<file path="src/rtl/color_cmd_sequencer_if.sv">
// Command stream interface for color_cmd_sequencer: valid/ready handshake carrying
// a 2-bit colour code and the idle-gap length that follows it.
interface color_cmd_sequencer_if #(
    parameter int unsigned HOLD_WIDTH = 4
);
    logic                  cmd_valid;
    logic [1:0]            cmd_code;
    logic [HOLD_WIDTH-1:0] cmd_hold;
    logic                  cmd_ready;

    modport master (
        output cmd_valid,
        output cmd_code,
        output cmd_hold,
        input  cmd_ready
    );

    modport slave (
        input  cmd_valid,
        input  cmd_code,
        input  cmd_hold,
        output cmd_ready
    );
endinterface

</file>
<file path="src/rtl/color_cmd_sequencer.sv">
// FIFO-buffered feeder for the colour FSM: issues each command for one cycle, then idle code for cmd_hold cycles.
// Defining COLOR_CMD_SEQ_FLUSH_EN adds a synchronous active-high flush input.
module color_cmd_sequencer #(
    parameter int unsigned DEPTH      = 4,
    parameter int unsigned HOLD_WIDTH = 4
) (
    input  logic                    clk,
    input  logic                    rst,
`ifdef COLOR_CMD_SEQ_FLUSH_EN
    input  logic                    flush,
`endif
    color_cmd_sequencer_if.slave    cmd,
    output logic [1:0]              out,
    output logic                    busy,
    output logic [$clog2(DEPTH):0]  level
);
    localparam int unsigned AW = $clog2(DEPTH);
    localparam int unsigned LW = AW + 1;
    localparam int unsigned EW = 2 + HOLD_WIDTH;
    localparam logic [1:0]  IDLE_CODE = 2'h3;

    typedef enum logic {
        ST_IDLE,
        ST_GAP
    } state_t;

    logic [EW-1:0]         r_mem [DEPTH];
    logic [AW-1:0]         r_wptr;
    logic [AW-1:0]         r_rptr;
    logic [LW-1:0]         r_level;
    logic [HOLD_WIDTH-1:0] r_cnt;
    logic [1:0]            r_out;
    state_t                r_state;

    logic                  w_flush;
    logic                  w_ready;
    logic                  w_push;
    logic                  w_pop;
    logic [EW-1:0]         w_head;
    logic [1:0]            w_head_code;
    logic [HOLD_WIDTH-1:0] w_head_hold;

`ifdef COLOR_CMD_SEQ_FLUSH_EN
    assign w_flush = flush;
`else
    assign w_flush = 1'b0;
`endif

    assign w_ready     = (r_level != LW'(DEPTH)) && !w_flush;
    assign w_push      = cmd.cmd_valid && w_ready;
    assign w_pop       = (r_state == ST_IDLE) && (r_level != '0);
    assign w_head      = r_mem[r_rptr];
    assign w_head_code = w_head[EW-1 -: 2];
    assign w_head_hold = w_head[HOLD_WIDTH-1:0];

    assign cmd.cmd_ready = w_ready;
    assign out           = r_out;
    assign level         = r_level;
    assign busy          = (r_state == ST_GAP) || (r_level != '0);

    // Storage needs no reset: level gates every read.
    always_ff @(posedge clk) begin
        if (w_push) begin
            r_mem[r_wptr] <= {cmd.cmd_code, cmd.cmd_hold};
        end
    end

    always_ff @(posedge clk or negedge rst) begin
        if (!rst) begin
            r_wptr  <= '0;
            r_rptr  <= '0;
            r_level <= '0;
            r_cnt   <= '0;
            r_out   <= IDLE_CODE;
            r_state <= ST_IDLE;
        end else if (w_flush) begin
            r_wptr  <= '0;
            r_rptr  <= '0;
            r_level <= '0;
            r_cnt   <= '0;
            r_out   <= IDLE_CODE;
            r_state <= ST_IDLE;
        end else begin
            if (w_push) begin
                r_wptr <= r_wptr + 1'b1;
            end
            if (w_pop) begin
                r_rptr <= r_rptr + 1'b1;
            end
            case ({w_push, w_pop})
                2'b10:   r_level <= r_level + 1'b1;
                2'b01:   r_level <= r_level - 1'b1;
                default: r_level <= r_level;
            endcase

            case (r_state)
                ST_IDLE: begin
                    if (r_level == '0) begin
                        r_out <= IDLE_CODE;
                    end else begin
                        r_out <= w_head_code;
                        if (w_head_hold != '0) begin
                            r_cnt   <= w_head_hold;
                            r_state <= ST_GAP;
                        end
                    end
                end
                ST_GAP: begin
                    r_out <= IDLE_CODE;
                    r_cnt <= r_cnt - 1'b1;
                    // Leaving on cnt==1 lets the next pop land on the following edge.
                    if (r_cnt == HOLD_WIDTH'(1)) begin
                        r_state <= ST_IDLE;
                    end
                end
                default: begin
                    r_out   <= IDLE_CODE;
                    r_state <= ST_IDLE;
                end
            endcase
        end
    end
endmodule

</file>
<file path="src/flat_wrapper.sv">
// flat-port wrapper written by rule: the top's interface ports become plain ports
module color_cmd_sequencer_flat 
#(
    parameter int unsigned DEPTH      = 4,
    parameter int unsigned HOLD_WIDTH = 4
)
  (clk, rst, out, busy, level, cmd_cmd_valid, cmd_cmd_code, cmd_cmd_hold, cmd_cmd_ready);
  color_cmd_sequencer_if #(.HOLD_WIDTH(HOLD_WIDTH)) cmd_i ();
  input  logic clk;
  input  logic rst;
  output logic [1:0] out;
  output logic busy;
  output logic [$clog2(DEPTH):0] level;
  input wire logic [$bits(cmd_i.cmd_valid)-1:0] cmd_cmd_valid;
  input wire logic [$bits(cmd_i.cmd_code)-1:0] cmd_cmd_code;
  input wire logic [$bits(cmd_i.cmd_hold)-1:0] cmd_cmd_hold;
  output wire logic [$bits(cmd_i.cmd_ready)-1:0] cmd_cmd_ready;
  assign cmd_i.cmd_valid = cmd_cmd_valid;
  assign cmd_i.cmd_code = cmd_cmd_code;
  assign cmd_i.cmd_hold = cmd_cmd_hold;
  assign cmd_cmd_ready = cmd_i.cmd_ready;
  color_cmd_sequencer #(.DEPTH(DEPTH), .HOLD_WIDTH(HOLD_WIDTH)) u_core (.clk(clk), .rst(rst), .cmd(cmd_i), .out(out), .busy(busy), .level(level));
endmodule
</file>
<file path="config.mk">
export PLATFORM = sky130hd
export DESIGN_NAME = color_cmd_sequencer_flat
export DESIGN_NICKNAME = d
export VERILOG_FILES = /design/src/rtl/color_cmd_sequencer_if.sv /design/src/rtl/color_cmd_sequencer.sv /design/src/flat_wrapper.sv
export SDC_FILE = /design/constraint.sdc
export NUM_CORES = 1
export LEC_CHECK = 0
export CORE_MARGIN = 5
export CORE_UTILIZATION = 38
export DETAILED_ROUTE_END_ITERATION = 10
export GPL_TIMING_DRIVEN = 0
export HOLD_SLACK_MARGIN = 0.12
export PLACE_DENSITY = 0.62
export SYNTH_ARGS = -nofsm -noshare
export SYNTH_HDL_FRONTEND = slang
export SYNTH_SLANG_ARGS = --single-unit
export TNS_END_PERCENT = 50
</file>
<file path="constraint.sdc">
create_clock -name clk -period 5.55 [get_ports clk]
set_clock_uncertainty 0.15 [all_clocks]
set_input_delay 0.555 -clock clk [delete_from_list [all_inputs] [get_ports clk]]
set_output_delay 0.555 -clock clk [all_outputs]
set_load 0.005 [all_outputs]
</file>
Word level (Yosys, flattened, before mapping)
Memory sizes are Yosys's and may differ from the RTL's.
Cells that the tools add are included.
{"block": "classes", "addsub": 5, "mul": 0, "div": 0, "n_lt_le_gt_ge": 0, "eq_ne": 6, "shifts": 0, "n_mux": 12, "bitwise": 1, "reduce_logical": 8}
{"op": "$mux W4", "count": 2}
{"op": "$pmux W4 S2", "count": 1}
{"op": "$pmux W3 S2", "count": 1}
{"op": "$mux W1", "count": 5}
{"op": "$add A2 B1 Y2 const B", "count": 2}
{"op": "$eq A4 B1 Y1 const B", "count": 1}
{"op": "$ne A2 B2 Y1 const B", "count": 2}
{"op": "$pmux W2 S2", "count": 1}
{"op": "$reduce_bool A4 Y1", "count": 1}
{"op": "$sub A4 B1 Y4 const B", "count": 1}
{"op": "$add A3 B1 Y3 const B", "count": 1}
{"op": "$logic_not A3 Y1", "count": 1}
{"op": "$ne A3 B3 Y1 const B", "count": 1}
{"op": "$reduce_bool A3 Y1", "count": 1}
{"op": "$sub A3 B1 Y3 const B", "count": 1}
{"op": "$eq A2 B1 Y1 const B", "count": 1}
{"op": "$eq A2 B2 Y1 const B", "count": 1}
{"op": "$logic_and A1 B1 Y1", "count": 2}
{"op": "$mux W2", "count": 1}
{"op": "$pmux W1 S2", "count": 1}
{"op": "$reduce_and A2 Y1", "count": 1}
{"op": "$reduce_bool A2 Y1", "count": 1}
{"op": "$logic_or A1 B1 Y1", "count": 1}
{"op": "$not A1 Y1", "count": 1}
{"block": "totals", "ff_bits": 14, "latchBits": 0, "mem_bits_rw": 24, "rom_bits": 0, "in_bits": 9, "output_inout_bits": 7, "wordCells": 39, "n_memories": 1}
{"name": "u_core.r_mem", "depth": 4, "word_bits": 6, "rd": 1, "rd_clocked_by_memory_dff": 0, "write_ports": 1, "line_no": "color_cmd_sequencer.sv:27", "text": "logic [EW-1:0] r_mem [DEPTH];"}

Longest topological paths before layout
An unclocked memory read counts as a cell.
{"block": "depth", "ltp_word": 5, "mapped_depth": 10, "ltp_nobuf": 10}

Least setup slack after synthesis
OpenSTA, ideal clock, no wires.
{"block": "synth_timing", "path_type": "reg2reg", "from": "register u_core.r_level[0] (netlist: u_core.level[0])", "to": "register u_core.r_level[2] (netlist: u_core.level[2])", "setup_ns": 0.126, "t_arrival_ns": 1.896, "required_time_ns": 5.274, "slack_ns": 3.378, "stages_incl_launch_ff": 11, "n_path_buf": 1, "synth_period_minus_slack_ns": 2.172, "path_cell_list": "dfrtp_1 or3_1 clkbuf_1 nand2b_1 inv_1 ha_1 inv_1 fa_1 xor2_1 nor2_1 xor2_1"}
{"block": "synth_between", "elab_chain_cells": 4, "word_cells_on_any_way": 10, "classes_between": "add/sub (2); eq/ne (3); mux (1); reduce/logical (4)"}
{"item": "start: declaration", "line_no": "color_cmd_sequencer.sv:30", "text": "logic [LW-1:0] r_level;"}
{"item": "start signal: assignment", "line_no": "color_cmd_sequencer.sv:91", "text": "2'b10: r_level <= r_level + 1'b1;"}
{"item": "start signal: assignment", "line_no": "color_cmd_sequencer.sv:92", "text": "2'b01: r_level <= r_level - 1'b1;"}
{"item": "start signal: assignment", "line_no": "color_cmd_sequencer.sv:93", "text": "default: r_level <= r_level;"}
{"item": "$reduce_bool A3 Y1 (*)", "line_no": "color_cmd_sequencer.sv:51", "text": "assign w_pop = (r_state == ST_IDLE) && (r_level != '0);"}
{"item": "$logic_and A1 B1 Y1 (*)", "line_no": "color_cmd_sequencer.sv:51"}
{"item": "net u_core.w_pop", "line_no": "color_cmd_sequencer.sv:38", "text": "logic w_pop;"}
{"item": "$eq A2 B1 Y1 or $eq A2 B2 Y1 (tied branches)", "line_no": "color_cmd_sequencer.sv:90", "text": "case ({w_push, w_pop})"}
{"item": "$pmux W3 S2 or $reduce_bool A2 Y1 (tied branches)"}
The timed path passes the listed nets; every way through them passes the cells marked *.
A chain may end at the register's enable or synchronous reset.

Final worst setup path
Ends and elaborated chain as after synthesis.

==> flow_metrics.env <==
export IMPL_outcome="finished clean"
export IMPL_grt_pass1_wl_mm=4.53
export IMPL_cts_tree="built"
export IMPL_stdcell_area_um2=2040
export IMPL_grt_max_degree=15
export IMPL_hold_depth=1
export IMPL_r2r_cells=10
export IMPL_antenna_found_initial=0
export IMPL_ctsResizeCount=0
export IMPL_clkPwrFrac_pct=24.5
export IMPL_cts_buffers=5
export IMPL_syn_num_nets=123
export IMPL_place_hpwl_mm=1.99
export IMPL_r2r_end="u_core.level[2]"
export IMPL_dieWidth_um=76.5
export IMPL_grt_pass1_vias=962
export IMPL_min_path_type="flip-flop to flip-flop"
export IMPL_grt_total_usage_pct=10.3
export IMPL_netlist_area_um2=1680
export IMPL_design_die_area_um2=5860
export IMPL_critPathArrivalTime_ns=2.45
export IMPL_tns_ns=0
export IMPL_core_um2=4320
export IMPL_cts_hold_buf=0
export IMPL_clk_pin_slew_worst_paths_ns=0.07
export IMPL_relSlewSlack_pct=56.7
export IMPL_hp_start="u_core.r_state"
export IMPL_ys_warn_count=0
export IMPL_r2r_start="u_core.level[0]"
export IMPL_synthToLayoutAreaGrowth_pct=21.3
export IMPL_p_comb_share_pct=36.9
export IMPL_whs_endpoint="u_core.out[1]"
export IMPL_antenna_left=0
export IMPL_swShare_pct=31.0
export IMPL_io_pins=16
export IMPL_place_area_um2=1900
export IMPL_area_sequential_um2=1070
export IMPL_gp_congestion=0.712
export IMPL_htreeDepth=2
export IMPL_post_cts_buffers=0
export IMPL_finalWirelength_mm=2.74
export IMPL_p_switching_mw=0.361
export IMPL_vias_per_cell=4.93
export IMPL_mostFrequentLayoutCells="edfxtp_1 (24), clkdlybuf4s50_1 (15), dfrtp_1 (12), inv_1 (10), ha_1 (7)"
export IMPL_fillers=390
export IMPL_synth_seq_area_share_pct=63.8
export IMPL_globalRouteOverflowTotal=0
export IMPL_start_util_pct=38.9
export IMPL_p_leak_nw=0.786
export IMPL_die_h_um=76.5
export IMPL_irDropWorstVdd_mv=0.245
export IMPL_internal_power_mw=0.804
export IMPL_drt_first_pass_iters=5
export IMPL_cts_root_buf="clkbuf_8"
export IMPL_drv_slew=0
export IMPL_multi_input_area_um2=547
export IMPL_power_total_mw=1.17
export IMPL_routedWlPerCell_um=15.1
export IMPL_fmax_mhz=419
export IMPL_synth_distinct_cells=31
export IMPL_finalHoldViolations=0
export IMPL_crit_type="flip-flop to flip-flop"
export IMPL_drive_above_1_share_pct=14.0
export IMPL_drv_cap=0
export IMPL_period_needed_ns=2.39
export IMPL_drt_first_iter_violations=18
export IMPL_num_rows=24
export IMPL_setup_viol=0
export IMPL_synth_seq_cells=38
export IMPL_path_max_fanout=7
export IMPL_port_buffers=15
export IMPL_synth_cells=106
export IMPL_cp_data_required_time_ns=5.61
export IMPL_seqPwrFrac_pct=38.6
export IMPL_vias=893
export IMPL_tightestPinTransition_ns=0.647
export IMPL_powerDensity_nw_per_um2=571
export IMPL_worst_setup_path_end_kind="flip-flop"
export IMPL_period_share_pct=43.0
export IMPL_clkLatencyLatePin_ns=0.29
export IMPL_final_common_cell="edfxtp_1"
export IMPL_nets=145
export IMPL_r2r_slack_ns=3.16
export IMPL_diodes=0
export IMPL_rsz0062_at_grt="false"
export IMPL_drc=0
export IMPL_syn_area_per_cell_um2=15.9
export IMPL_start_kind="flip-flop"
export IMPL_cts_sinks=38
export IMPL_cts_buffer_depth=2
[power groups by stage]
stage,combinational (mW),clock [mW],sequential [mW]
3_5_place_dp,0.439,0,0.455
2_1_floorplan,0.319,0,0.443
5_1_grt,0.486,0.305,0.459
6_report,0.430,0.286,0.449
3_3_place_gp,0.422,0,0.450
4_1_cts,0.441,0.293,0.449
[worst max path at each step]
stage,start,end,slack [ns],cells after the start
final,u_core.level[0],u_core.level[2],3.16,10
after global routing,u_core.level[0],u_core.level[2],3.00,10
after CTS,u_core.level[0],u_core.level[2],3.15,10
after detailed placement,cmd_cmd_valid,u_core.level[2],3.04,9
after global placement,cmd_cmd_valid,u_core.level[2],3.08,9
after floorplan,u_core.level[0],u_core.level[2],3.38,10
[registers in the layout, summed over array words and instances, names as in the netlist]
signal          cells
u_core.r_mem       24
u_core.r_state      1
u_core.r_wptr       2
u_core.r_cnt        4
u_core.r_rptr       2
u_core.out          2
u_core.level        3
[through the flow]
stage	cells	hold slack, ns	worst slack (ns)	utilization (%)
after floorplan	106	0.109	3.38	-
after global placement	173	0.334	3.08	43.9
after detailed placement	173	0.346	3.04	43.9
after CTS	181	0.368	3.15	47.2
after global routing	181	0.395	3.00	47.2
final	181	0.366	3.16	47.2
[layer usage]
metal	wire length, µm	global-route usage [%]	vias to the layer above
met5	0	0	-
met4	75	6.29	0
met3	94	3.31	7
met2	1370	15.8	15
met1	1200	12.5	436
li1	-	-	435
[worst max-delay path, cell delays in order (launching register included)]
cell,delay (ns)
dfrtp_1,0.43
or3_1,0.14
clkbuf_1,0.24
nand2b_1,0.21
inv_1,0.12
ha_1,0.18
inv_1,0.06
fa_1,0.37
xor2_1,0.15
nor2_1,0.11
xor2_1,0.15
[cell usage after synthesis, drive strengths merged]
cell type  instances  share of area [%]
inv               10                2.2
clkbuf             2               0.45
xnor2              6                3.1
mux4               6                8.7
or3                3                1.1
nand2              3               0.67
buf                2               0.97
nand3              1               0.30
o31ai              3                1.3
mux2i              1               0.60
a221oi             2                1.0
mux2               1               0.67
nor4               1                1.3
a22oi              2                1.2
o22ai              2               0.74
ha                 7                5.2
fa                 1                1.2
nand2b             2               0.74
dfrtp             12                 18
nor2               1               0.22
xor2               2                1.0
nor3               2               0.60
a21oi              2               0.60
and2               1               0.37
dfstp              2                3.1
edfxtp            24                 43
o21ai              1               0.30
and3               4                1.5
[cell type report]
type                            instances  area share (%)
Sequential cell                        38            52.6
Multi-Input combinational cell         54            26.8
Timing Repair Buffer                   15            7.36
Clock buffer                            6            4.05
Tap cell                               52            3.19
Clock inverter                          2            2.94
Inverter                               10            1.84
Buffer                                  4            1.17
[logic make-up (layout without fill, tap and decap cells)]
family | after synthesis | count (layout) | share of synthesized area [%]
flip-flops | 38 | 38 | 63.8
AND/OR/NAND/NOR | 18 | 18 | 6.77
buffers and inverters | 14 | 37 | 3.65
AO/OA/AOI/OAI | 12 | 12 | 5.21
adder cells (fa/ha/maj) | 8 | 8 | 6.40
XOR/XNOR | 8 | 8 | 4.17
multiplexers | 8 | 8 | 9.97
No activity file was read; power rests on OpenSTA's default activity.
